**src/rtl/fir_decim_buf_if.sv**
```systemverilog
// Stream bundle for fir_decim_buf: decimator input side and FIFO output side.
interface fir_decim_buf_if #(
  parameter int DW    = 10,
  parameter int DEPTH = 8
);
  localparam int CW = $clog2(DEPTH) + 1;

  // Input side has no back-pressure: a sample is taken on every cycle with
  // Data_in_vld=1. Output side transfers when Data_out_vld && Data_out_rdy at
  // a rising edge; Data_out_vld never depends on Data_out_rdy.
  logic [DW-1:0] Data_in;
  logic          Data_in_vld;
  logic [DW-1:0] Data_out;
  logic          Data_out_vld;
  logic          Data_out_rdy;
  logic [CW-1:0] count;

  modport slave (
    input  Data_in, Data_in_vld, Data_out_rdy,
    output Data_out, Data_out_vld, count
  );

  modport master (
    output Data_in, Data_in_vld, Data_out_rdy,
    input  Data_out, Data_out_vld, count
  );
endinterface

```
**src/rtl/fir_decim_buf.sv**
```systemverilog
// Keeps one sample in DECIM from the FIR output and buffers it in a FWFT FIFO.
// Optional FIR_DECIM_OVF_EN adds a sticky overflow flag and a drop counter.
module fir_decim_buf #(
  parameter int DW    = 10,
  parameter int DECIM = 2,
  parameter int DEPTH = 8
) (
  input  logic            clk,
  input  logic            reset,
  fir_decim_buf_if.slave  bus
`ifdef FIR_DECIM_OVF_EN
  ,
  output logic            ovf,
  output logic [7:0]      drop_cnt
`endif
);
  localparam int AW = $clog2(DEPTH);
  localparam int CW = AW + 1;
  localparam logic [3:0]    PHASE_LAST = 4'(DECIM - 1);
  localparam logic [CW-1:0] FULL_CNT   = CW'(DEPTH);

  logic [3:0]    phase;
  logic [AW-1:0] wr_ptr;
  logic [AW-1:0] rd_ptr;
  logic [CW-1:0] count_q;
  logic [DW-1:0] mem [DEPTH];

  logic push_req;
  logic push_ok;
  logic pop;
  logic full;

  always_comb begin
    full     = (count_q == FULL_CNT);
    pop      = (count_q != '0) && bus.Data_out_rdy;
    push_req = bus.Data_in_vld && (phase == 4'd0);
    // A full FIFO still accepts when the head leaves in the same cycle.
    push_ok  = push_req && (!full || pop);
  end

  always_ff @(posedge clk) begin
    if (reset) begin
      phase   <= '0;
      wr_ptr  <= '0;
      rd_ptr  <= '0;
      count_q <= '0;
    end else begin
      if (bus.Data_in_vld)
        phase <= (phase == PHASE_LAST) ? 4'd0 : phase + 4'd1;
      if (push_ok)
        wr_ptr <= wr_ptr + AW'(1);
      if (pop)
        rd_ptr <= rd_ptr + AW'(1);
      case ({push_ok, pop})
        2'b10:   count_q <= count_q + CW'(1);
        2'b01:   count_q <= count_q - CW'(1);
        default: count_q <= count_q;
      endcase
    end
  end

  // Storage is not reset; Data_out is gated to zero while the FIFO is empty.
  always_ff @(posedge clk) begin
    if (push_ok && !reset)
      mem[wr_ptr] <= bus.Data_in;
  end

  assign bus.Data_out_vld = (count_q != '0);
  assign bus.Data_out     = (count_q != '0) ? mem[rd_ptr] : '0;
  assign bus.count        = count_q;

`ifdef FIR_DECIM_OVF_EN
  logic drop;
  assign drop = push_req && !push_ok;

  always_ff @(posedge clk) begin
    if (reset) begin
      ovf      <= 1'b0;
      drop_cnt <= 8'd0;
    end else if (drop) begin
      ovf <= 1'b1;
      if (drop_cnt != 8'hFF)
        drop_cnt <= drop_cnt + 8'd1;
    end
  end
`endif

endmodule

```
**src/flat_wrapper.sv**
```systemverilog
// flat-port wrapper written by rule: the top's interface ports become plain ports
module fir_decim_buf_flat 
#(
  parameter int DW    = 10,
  parameter int DECIM = 2,
  parameter int DEPTH = 8
)
  (clk, reset, bus_Data_in, bus_Data_in_vld, bus_Data_out_rdy, bus_Data_out, bus_Data_out_vld, bus_count);
  fir_decim_buf_if #(.DW(DW), .DEPTH(DEPTH)) bus_i ();
  input  logic clk;
  input  logic reset;
  input wire logic [$bits(bus_i.Data_in)-1:0] bus_Data_in;
  input wire logic [$bits(bus_i.Data_in_vld)-1:0] bus_Data_in_vld;
  input wire logic [$bits(bus_i.Data_out_rdy)-1:0] bus_Data_out_rdy;
  output wire logic [$bits(bus_i.Data_out)-1:0] bus_Data_out;
  output wire logic [$bits(bus_i.Data_out_vld)-1:0] bus_Data_out_vld;
  output wire logic [$bits(bus_i.count)-1:0] bus_count;
  assign bus_i.Data_in = bus_Data_in;
  assign bus_i.Data_in_vld = bus_Data_in_vld;
  assign bus_i.Data_out_rdy = bus_Data_out_rdy;
  assign bus_Data_out = bus_i.Data_out;
  assign bus_Data_out_vld = bus_i.Data_out_vld;
  assign bus_count = bus_i.count;
  fir_decim_buf #(.DW(DW), .DECIM(DECIM), .DEPTH(DEPTH)) u_core (.clk(clk), .reset(reset), .bus(bus_i));
endmodule
```
**config.mk**
```make
export PLATFORM = sky130hd
export DESIGN_NAME = fir_decim_buf_flat
export DESIGN_NICKNAME = d
export VERILOG_FILES = /design/src/rtl/fir_decim_buf_if.sv /design/src/rtl/fir_decim_buf.sv /design/src/flat_wrapper.sv
export SDC_FILE = /design/constraint.sdc
export NUM_CORES = 1
export LEC_CHECK = 0
export ABC_AREA = 1
export CORE_MARGIN = 2
export CORE_UTILIZATION = 55
export DETAILED_ROUTE_END_ITERATION = 10
export PLACE_DENSITY = 0.84
export SLEW_MARGIN = 20
export SYNTH_ARGS = -nofsm -noshare
export SYNTH_HDL_FRONTEND = slang
export SYNTH_SLANG_ARGS = --single-unit
export TNS_END_PERCENT = 30
```
**constraint.sdc**
```tcl
create_clock -name clk -period 3.47 [get_ports clk]
set_input_delay 0.347 -clock clk [delete_from_list [all_inputs] [get_ports clk]]
set_output_delay 0.347 -clock clk [all_outputs]
set_load 0.05 [all_outputs]
```
==> run metrics, run 1 <==
# IOs 29; unrepaired setup endpoints after global routing false; pwr dens 750.5 nW/um^2; run status completed; Resize count post-CTS 0; M1 WL 3431 um; detailed-route wire length per cell roughly 15 um; post-CTS setup buffers 0; Worst Setup Path Type flip-flop to output port; Cell Area, Synth 4138 um^2; clk sinks 97; Worst Max-Slew Pin Slew 0.8978 ns; final setup fails 0; Hold Buf Count CTS 0; estimated wirelength of the detail-placed design between 5000 and 6000 um; non-filler cells, final between 500 and 600; die width 90.74 um; CTS H-tree lvls 3; start point of the worst hold path u_core.phase[0]$_SDFFE_PP0P_; YS warnings 0; final WL 8224 um; reg2reg start u_core.bus.count[1]$_SDFFE_PP0P_; Die Y slightly above 90 um; final hold violation count 0; clock tree buffer depth 2; Synth Area per Inst 10.17 um^2; vias per inst between 5 and 6; antenna violations before repair 0; worst skew pair latency 0.35 ns; CP Launch Type flip-flop; clk slew on worst S/H paths 0.09 ns; Data required, critical path between 3 and 4 ns; Unique masters post-synth 23; antenna-violating nets left 0; pin count of the biggest net entering global routing 41; total power 3530 uW; post-synthesis register bit count 97; routed via count 2837; Starting Density 0.5705; DR top layer met4; diode count 0; die area 8233 um^2; Fill cells approximately 570; Post-Syn Instances about 410; met2 WL 4131 um; TritonCTS buffer count 9; vias in the first global route 2782; Syn Nets 427; Buffers on Ports 28; drt drc 0; Fmax 409.2 MHz; FF/Latch Area 2743 um^2; CTS tree built; core footprint 7253 um^2; grt ovf 0; Rows 31; number of placed cells counting well taps around 520; Period minus WS final between 2 and 2.5 ns; # nets final around 460; Critical Path AT 2.10 ns; clock skew 0.009900 ns; GRT Total Usage 0.2128; met3 routed WL 518 um; Clock Root Buffer clkbuf_8; Max FO, Critical Path 40; setup TNS 0 ns; Leak approximately 0.0019 uW; max cap viols 0; layout cell share with drive strength beyond 1 0.08409; Hold Path Class flip-flop to flip-flop; crit share post-route 0.7042; global-route wire length before repair 13510 um; synthesis-to-finish area growth 13.67%; RePlAce Congestion 0.8071; Initial DRC Count 244; TritonRoute pass-1 iters 5; Seq/Total Area, Yosys 0.6628; Setup crit end kind output port; multi-input logic area approximately 1200 um^2; max_slew headroom 0.3993; Peak VDD IR 0.4812 mV; fin. max-slew vios 0
-- sequential cells by signal, summed over array words and instances, names as in the netlist, named ones only --
register and cells:
u_core.wr_ptr 3, u_core.mem 80, u_core.phase 4, u_core.rd_ptr 3, u_core.bus.count 4
-- kinds of logic (layout without fill, tap and decap cells) --
kind of cell,count (synthesis),count (layout),synth area share
AO/OA/AOI/OAI,46,46,0.05624
flip-flops,97,97,0.6628
adder cells (fa/ha/maj),6,6,0.01996
buffers and inverters,56,89,0.05443
AND/OR/NAND/NOR,196,196,0.1938
XOR/XNOR,6,6,0.01270
-- cells in the final DEF (no fill, tap or decap), types with 9 or more instances in the layout --
cell / synthesis / final
a21oi_1: 9 / 9
o21ai_0: 21 / 21
dfxtp_1: 17 / 17
o21ai_1: 15 / 15
buf_4: 0 / 15
clkdlybuf4s50_1: 0 / 18
nand3_1: 29 / 29
inv_1: 38 / 38
edfxtp_1: 80 / 80
clkbuf_8: 0 / 9
nor2_1: 71 / 71
nand2_1: 88 / 88
-- cells in the mapped netlist --
library cell | n | area [um^2]
inv_2 | 2 | 7.510
xnor2_1 | 2 | 17.52
nor3_1 | 2 | 10.01
o21a_1 | 1 | 7.510
o21ai_1 | 15 | 75.07
buf_1 | 1 | 3.750
buf_2 | 12 | 60.06
a21oi_1 | 9 | 45.04
inv_1 | 38 | 142.6
nand2_1 | 88 | 330.3
o21ai_0 | 21 | 105.1
edfxtp_1 | 80 | 2402
nor2_1 | 71 | 266.5
ha_1 | 5 | 62.56
nand4_1 | 2 | 12.51
nand3_2 | 2 | 20.02
xor2_1 | 4 | 35.03
nor2_4 | 1 | 11.26
fa_1 | 1 | 20.02
dfxtp_1 | 17 | 340.3
nand3_1 | 29 | 145.1
nand2_2 | 1 | 6.260
clkbuf_1 | 3 | 11.26
-- per-stage QoR --
step / worst slack (ns) / cell area (um^2) / utilization / hold slack, ns
final: 1.026 / 4703 / 0.6484 / 0.4880
after global routing: 0.8444 / 4703 / 0.6484 / 0.5306
after CTS: 1.033 / 4703 / 0.6484 / 0.4931
after detailed placement: 1.022 / 4479 / 0.6176 / 0.4797
after global placement: 1.098 / 4479 / 0.6176 / 0.4641
after floorplan: 1.086 / 4138 / - / 0.4405
-- worst max-delay path, stage by stage, from the launching register on --
cell and delay [ns]:
dfxtp_1 0.40, inv_2 0.54, nand2_1 0.11, nand2_1 0.09
nand2_1 0.05, nand3_1 0.11, nand2_1 0.06, nor2_1 0.16
buf_4 0.23
-- worst paths after layout --
check / end / slack, ns / cells after the start
hold / removal: u_core.phase[0]$_SDFFE_PP0P_ / 0.49 / 1
setup reg to reg: u_core.bus.count[3]$_SDFFE_PP0P_ / 1.26 / 14
setup / recovery: bus_Data_out[9] / 1.03 / 8
hold reg to reg: u_core.phase[0]$_SDFFE_PP0P_ / 0.49 / 1
-- where the power goes --
group	internal [uW]	switching (uW)	leakage, uW
clock	411	396	0.000102
combinational	401	956	0.000905
sequential	1310	51.1	0.000861
-- metal layers --
metal	track usage	vias up
li1	-	1400
met1	0.2629	1318
met2	0.3738	108
met3	0.04174	11
met4	0.07308	0
met5	0	-
-- cell type report --
cell class              count  share of cell area
flip-flops and latches     97              0.5831
clock buffers               9             0.02634
well taps                  99             0.02634
repair buffers             33             0.06225
inverters                  40             0.03192
clock inverters             7             0.02128
multi-input cells         254              0.2487
Power figures use the tool's default switching activity.
==> run 2: changes to the inputs <==
==> constraint.sdc (replaced) <==
create_clock -name clk -period 2.4 [get_ports clk]
set_input_delay 0.24 -clock clk [delete_from_list [all_inputs] [get_ports clk]]
set_output_delay 0.24 -clock clk [all_outputs]
set_load 0.05 [all_outputs]
==> run metrics, run 2 (synthesized netlist as in run 1, its figures left out) <==
run status completed (unchanged); crit share post-route 0.9113; Fmax 457.2 MHz; clk slew on worst S/H paths 0.09 ns (about the same); pin count of the biggest net entering global routing 41 (unchanged); Most flops, register u_core.mem (unchanged); GRT Total Usage 0.2246 (was 0.2128); multi-input logic area 1170 um^2 (unchanged); die width 90.74 um (unchanged); antenna violations before repair 0 (unchanged); global-route wire length before repair 14100 um (was 13510 um); vias in the first global route 3002 (was 2782); max_slew headroom 0.5911 (was 0.3993); # nets final 465 (was 455); clock tree buffer depth 2 (unchanged); setup TNS 0 ns (unchanged); Starting Density 0.5705 (unchanged); CP Launch Type flip-flop (unchanged); TritonRoute pass-1 iters 5 (unchanged); RePlAce Congestion 0.7963 (was 0.8071); Fill cells 525 (was 572); post-CTS setup buffers 0 (unchanged); CP most frequent cell nor2_1 (was nand2_1); Clock Root Buffer clkbuf_8 (unchanged); max cap viols 0 (unchanged); final WL 8746 um (was 8224 um); Hold Path Class flip-flop to flip-flop (unchanged); worst skew pair latency 0.37 ns (was 0.35 ns); Worst path max stage delay 0.43 ns (was 0.54 ns); final core occ 0.6719 (was 0.6484); Worst Setup Path Type flip-flop to output port (unchanged); Die Y 90.74 um (unchanged); core footprint 7253 um^2 (unchanged); FF/Latch Area 2743 um^2 (unchanged); CP max stage cell inv_1 (was inv_2); routed via count 2948 (was 2837); Buffers on Ports 28 (unchanged); Rows 31 (unchanged); reg2reg start u_core.bus.count[0]$_SDFFE_PP0P_ (was u_core.bus.count[1]$_SDFFE_PP0P_); detailed-route wire length per cell 15.93 um (was 15.26 um); commonest cells after routing, fill and taps aside nand2_1 (88), edfxtp_1 (80), nor2_1 (71) (unchanged); fin. max-slew vios 0 (unchanged); max reg flops 80 (unchanged); Initial DRC Count 267 (was 244); Critical Path AT 1.95 ns (was 2.10 ns); clock skew 0.006649 ns (was 0.009900 ns); vias per inst 5.370 (was 5.263); CTS H-tree lvls 3 (unchanged); Peak VDD IR 0.6519 mV (was 0.4812 mV); Setup crit end kind output port (unchanged); Resize count post-CTS 0 (unchanged); start point of the worst hold path u_core.phase[0]$_SDFFE_PP0P_ (unchanged); worst hold slack 0.4907 ns (was 0.4880 ns); Hold Buf Count CTS 0 (unchanged); estimated wirelength of the detail-placed design 5502 um (was 5420 um); TritonCTS buffer count 9 (unchanged); Period minus WS final 2.187 ns; Worst Max-Slew Pin Slew 0.6114 ns (was 0.8978 ns); final setup fails 0 (unchanged); Leak 0.001948 uW (was 0.001869 uW); # IOs 29 (unchanged); unrepaired setup endpoints after global routing false (unchanged); CTS tree built (unchanged); Data required, critical path 2.16 ns (was 3.12 ns); pwr dens 1098 nW/um^2 (was 750.5 nW/um^2); synthesis-to-finish area growth 17.78% (was 13.67%); most common cell after layout, fill and taps aside nand2_1 (unchanged); layout cell share with drive strength beyond 1 0.1044 (was 0.08409); worst path bufs/invs 3 (was 2); diode count 0 (unchanged); family with the most delay on the worst path buffers and inverters (unchanged); Max FO, Critical Path 16 (was 40); antenna-violating nets left 0 (unchanged); clk sinks 97 (unchanged); grt ovf 0 (unchanged); drt drc 0 (unchanged); die area 8233 um^2 (unchanged); final hold violation count 0 (unchanged); CP cell instances inv_1, buf_4, o21ai_1, nor2_1, nor2_1, nor2_1, buf_12 (was inv_2, nand2_1, nand2_1, nand2_1, nand3_1, nand2_1, nor2_1, buf_4)
-- run 2: cell types whose count changed in the layout (fill, tap and decap cells not counted), moves of 2 or more --
cell,delta
buf_12,+10
bufinv_16,-2
clkinv_4,+2
inv_8,+2
-- run 2: path summary, 6_finish.rpt --
| kind | endpoint | slack, ns | depth (start not counted) |
|---|---|---|---|
| worst max register to register | u_core.bus.count[2]$_SDFFE_PP0P_ | 0.30 | 9 |
| worst min register to register | u_core.phase[0]$_SDFFE_PP0P_ | 0.49 | 1 |
| worst max-delay path | bus_Data_out[7] | 0.21 | 7 |
| worst min-delay path | u_core.phase[0]$_SDFFE_PP0P_ | 0.49 | 1 |
-- run 2: metrics by stage --
stage | total power (uW) | cells | cell area [um^2] | setup slack [ns]
2_1_floorplan | 3412 | 407 | 4138 | 0.1233
3_3_place_gp | 4310 | 533 | 4679 | 0.1596
3_5_place_dp | 4385 | 533 | 4679 | 0.03246
4_1_cts | 5361 | 549 | 4867 | 0.1190
5_1_grt | 5599 | 549 | 4873 | 0.07840
6_report | 5350 | 549 | 4873 | 0.2129
-- run 2: where the power goes --
part	internal [uW]	total, uW	leakage [uW]	switching [uW]
clock network	397	998	0.0000899	601
registers	1900	1970	0.000861	68.0
logic	902	2380	0.000997	1480
-- run 2: area by class of cell --
type,count,share of cell area
Clock buffer,9,0.02542
Clock inverter,7,0.01309
Inverter,40,0.03132
Multi-Input combinational cell,254,0.2401
Sequential cell,97,0.5628
Tap cell,99,0.02542
Timing Repair Buffer,43,0.1019
-- run 2: routing by layer --
metal  global-route usage  vias to the layer above  wire length (um)
li1                     -                     1421                 -
met4               0.1051                        0               166
met3              0.04424                       17               505
met5                    0                        -                 0
met2               0.3912                      100              4538
met1               0.2678                     1410              3536
==> run 3: changes to the inputs <==
--- a/config.mk
+++ b/config.mk
@@ -6,10 +6,9 @@
 export NUM_CORES = 1
 export LEC_CHECK = 0
 export ABC_AREA = 1
-export CORE_MARGIN = 2
-export CORE_UTILIZATION = 55
+export CORE_UTILIZATION = 50
 export DETAILED_ROUTE_END_ITERATION = 10
-export PLACE_DENSITY = 0.84
+export PLACE_DENSITY = 0.78
 export SLEW_MARGIN = 20
 export SYNTH_ARGS = -nofsm -noshare
 export SYNTH_HDL_FRONTEND = slang
==> run metrics, run 3 (synthesized netlist as in run 1, its figures left out) <==
worst r2r path cells 9 (unchanged); hold path depth 1 (unchanged); Data required, critical path 2.16 ns (about the same); routed via count 2903 (was 2948); RePlAce Congestion 0.8052 (was 0.7963); clock skew 0.007194 ns (was 0.006649 ns); synthesis-to-finish area growth 18.26% (was 17.78%); commonest cells after routing, fill and taps aside nand2_1 (88), edfxtp_1 (80), nor2_1 (71) (unchanged); # IOs 29 (unchanged); Max FO, Critical Path 11 (was 16); pin count of the biggest net entering global routing 29 (was 41); cell internal pwr 3389 uW (was 3199 uW); global-route wire length before repair 13600 um (was 14100 um); Hold Path Class flip-flop to flip-flop (unchanged); setup TNS 0 ns (unchanged); worst r2r dst u_core.bus.count[2]$_SDFFE_PP0P_ (unchanged); Fmax 436.1 MHz (was 457.2 MHz); core footprint 7848 um^2 (was 7253 um^2); clk sinks 97 (unchanged); # nets final 465 (unchanged); Clock Root Buffer clkbuf_8 (unchanged); Leak 0.001962 uW (was 0.001948 uW); TritonRoute pass-1 iters 7 (was 5); Net Sw Frac 0.3801 (was 0.4020); die width 92.97 um (was 90.74 um); TritonCTS buffer count 9 (unchanged); start point of the worst hold path u_core.phase[0]$_SDFFE_PP0P_ (unchanged); Gate power share 0.434 (was 0.446); Setup crit end kind output port (unchanged); pwr dens 1117 nW/um^2 (was 1098 nW/um^2); total power 5468 uW (was 5350 uW); vias in the first global route 2827 (was 3002); reg2reg start u_core.bus.count[1]$_SDFFE_PP0P_ (was u_core.bus.count[0]$_SDFFE_PP0P_); Period minus WS final 2.293 ns (was 2.187 ns); final hold violation count 0 (unchanged); final setup fails 0 (unchanged); clock tree buffer depth 2 (unchanged); most common cell after layout, fill and taps aside nand2_1 (unchanged); FF/Latch Area 2743 um^2 (unchanged); CTS tree built (unchanged); Rows 32 (was 31); CP Launch Type flip-flop (unchanged); Resize count post-CTS 0 (unchanged); Clock power frac 0.205 (was 0.187); Worst Max-Slew Pin Slew 0.5436 ns (was 0.6114 ns); die area 8643 um^2 (was 8233 um^2); Hold Buf Count CTS 0 (unchanged); max cap viols 0 (unchanged); Buffers on Ports 28 (unchanged); Peak VDD IR 0.8003 mV (was 0.6519 mV); final core occ 0.6236 (was 0.6719); R2R Setup Slk 0.30 ns (about the same); estimated wirelength of the detail-placed design 5468 um (was 5502 um); antenna violations before repair 0 (unchanged); Initial DRC Count 165 (was 267); Die Y 92.97 um (was 90.74 um); drt drc 0 (unchanged); fin. max-slew vios 0 (unchanged); post-CTS setup buffers 0 (unchanged); CTS H-tree lvls 3 (unchanged); Min-Delay Endpoint u_core.phase[0]$_SDFFE_PP0P_ (unchanged); detailed-route wire length per cell 15.44 um (was 15.93 um); P_sw 2078 uW (was 2150 uW); vias per inst 5.259 (was 5.370); unrepaired setup endpoints after global routing false (unchanged); grt ovf 0 (unchanged); GRT Total Usage 0.2129 (was 0.2246); max reg flops 80 (unchanged); worst skew pair latency 0.35 ns (was 0.37 ns); antenna-violating nets left 0 (unchanged); Worst Setup Path Type flip-flop to output port (unchanged); max_slew headroom 0.6365 (was 0.5911); layout cell share with drive strength beyond 1 0.1022 (was 0.1044); Fill cells 630 (was 525); crit share post-route 0.9554 (was 0.9113); Most flops, register u_core.mem (unchanged); Reg power frac 0.361 (was 0.368); final WL 8523 um (was 8746 um); Starting Density 0.5273 (was 0.5705); Critical Path AT 2.05 ns (was 1.95 ns); clk slew on worst S/H paths 0.08 ns (was 0.09 ns); multi-input logic area 1170 um^2 (unchanged); run status completed (unchanged); diode count 0 (unchanged)
-- run 3: metrics by stage --
step                instance area [um^2]  setup slack, ns  instances  hold slack, ns
finish                              4893           0.1071        552          0.4861
global route                        4893          0.01655        552          0.5191
CTS                                 4893           0.1258        552          0.4924
detailed placement                  4683          0.04225        536          0.4741
global placement                    4683           0.1605        536          0.4553
floorplan                           4138           0.1233        407          0.3335
-- run 3: worst max-delay path, cell delays in order (launching register included) --
cell and delay [ns]:
dfxtp_1 0.67, inv_1 0.33, o21ai_1 0.17, nor2_1 0.07, nor2_1 0.29, buf_12 0.18
-- run 3: power groups by stage --
| stage | Sequential (uW) | Combinational, uW | Clock, uW |
|---|---|---|---|
| after floorplan | 2070 | 1340 | 0 |
| final | 1970 | 2370 | 1120 |
| after global placement | 2000 | 2330 | 0 |
| after detailed placement | 2010 | 2380 | 0 |
| after CTS | 1970 | 2390 | 1140 |
| after global routing | 1980 | 2560 | 1200 |
-- run 3: worst max-delay path by stage --
stage                                       end  slack, ns
2_1_floorplan                   bus_Data_out[0]       0.12
3_3_place_gp   u_core.bus.count[2]$_SDFFE_PP0P_       0.16
3_5_place_dp   u_core.bus.count[2]$_SDFFE_PP0P_       0.04
4_1_cts                         bus_Data_out[3]       0.13
5_1_grt                         bus_Data_out[1]       0.02
6_report                        bus_Data_out[3]       0.11
-- run 3: layout make-up --
type                            instances  share of cell area
Multi-Input combinational cell        254              0.2391
Tap cell                              102             0.02608
Inverter                               40             0.03068
Sequential cell                        97              0.5605
Timing Repair Buffer                   43              0.1007
Clock inverter                          6             0.01688
Clock buffer                           10             0.02608
-- run 3: per-layer routing --
layer	global-route usage	wire length, um	share of wire	vias up
met3	0.04797	512	0.060	8
met2	0.3689	4372	0.51	82
li1	-	-	-	1419
met4	0.07436	100	0.012	0
met5	0	0	0	-
met1	0.2619	3537	0.41	1394
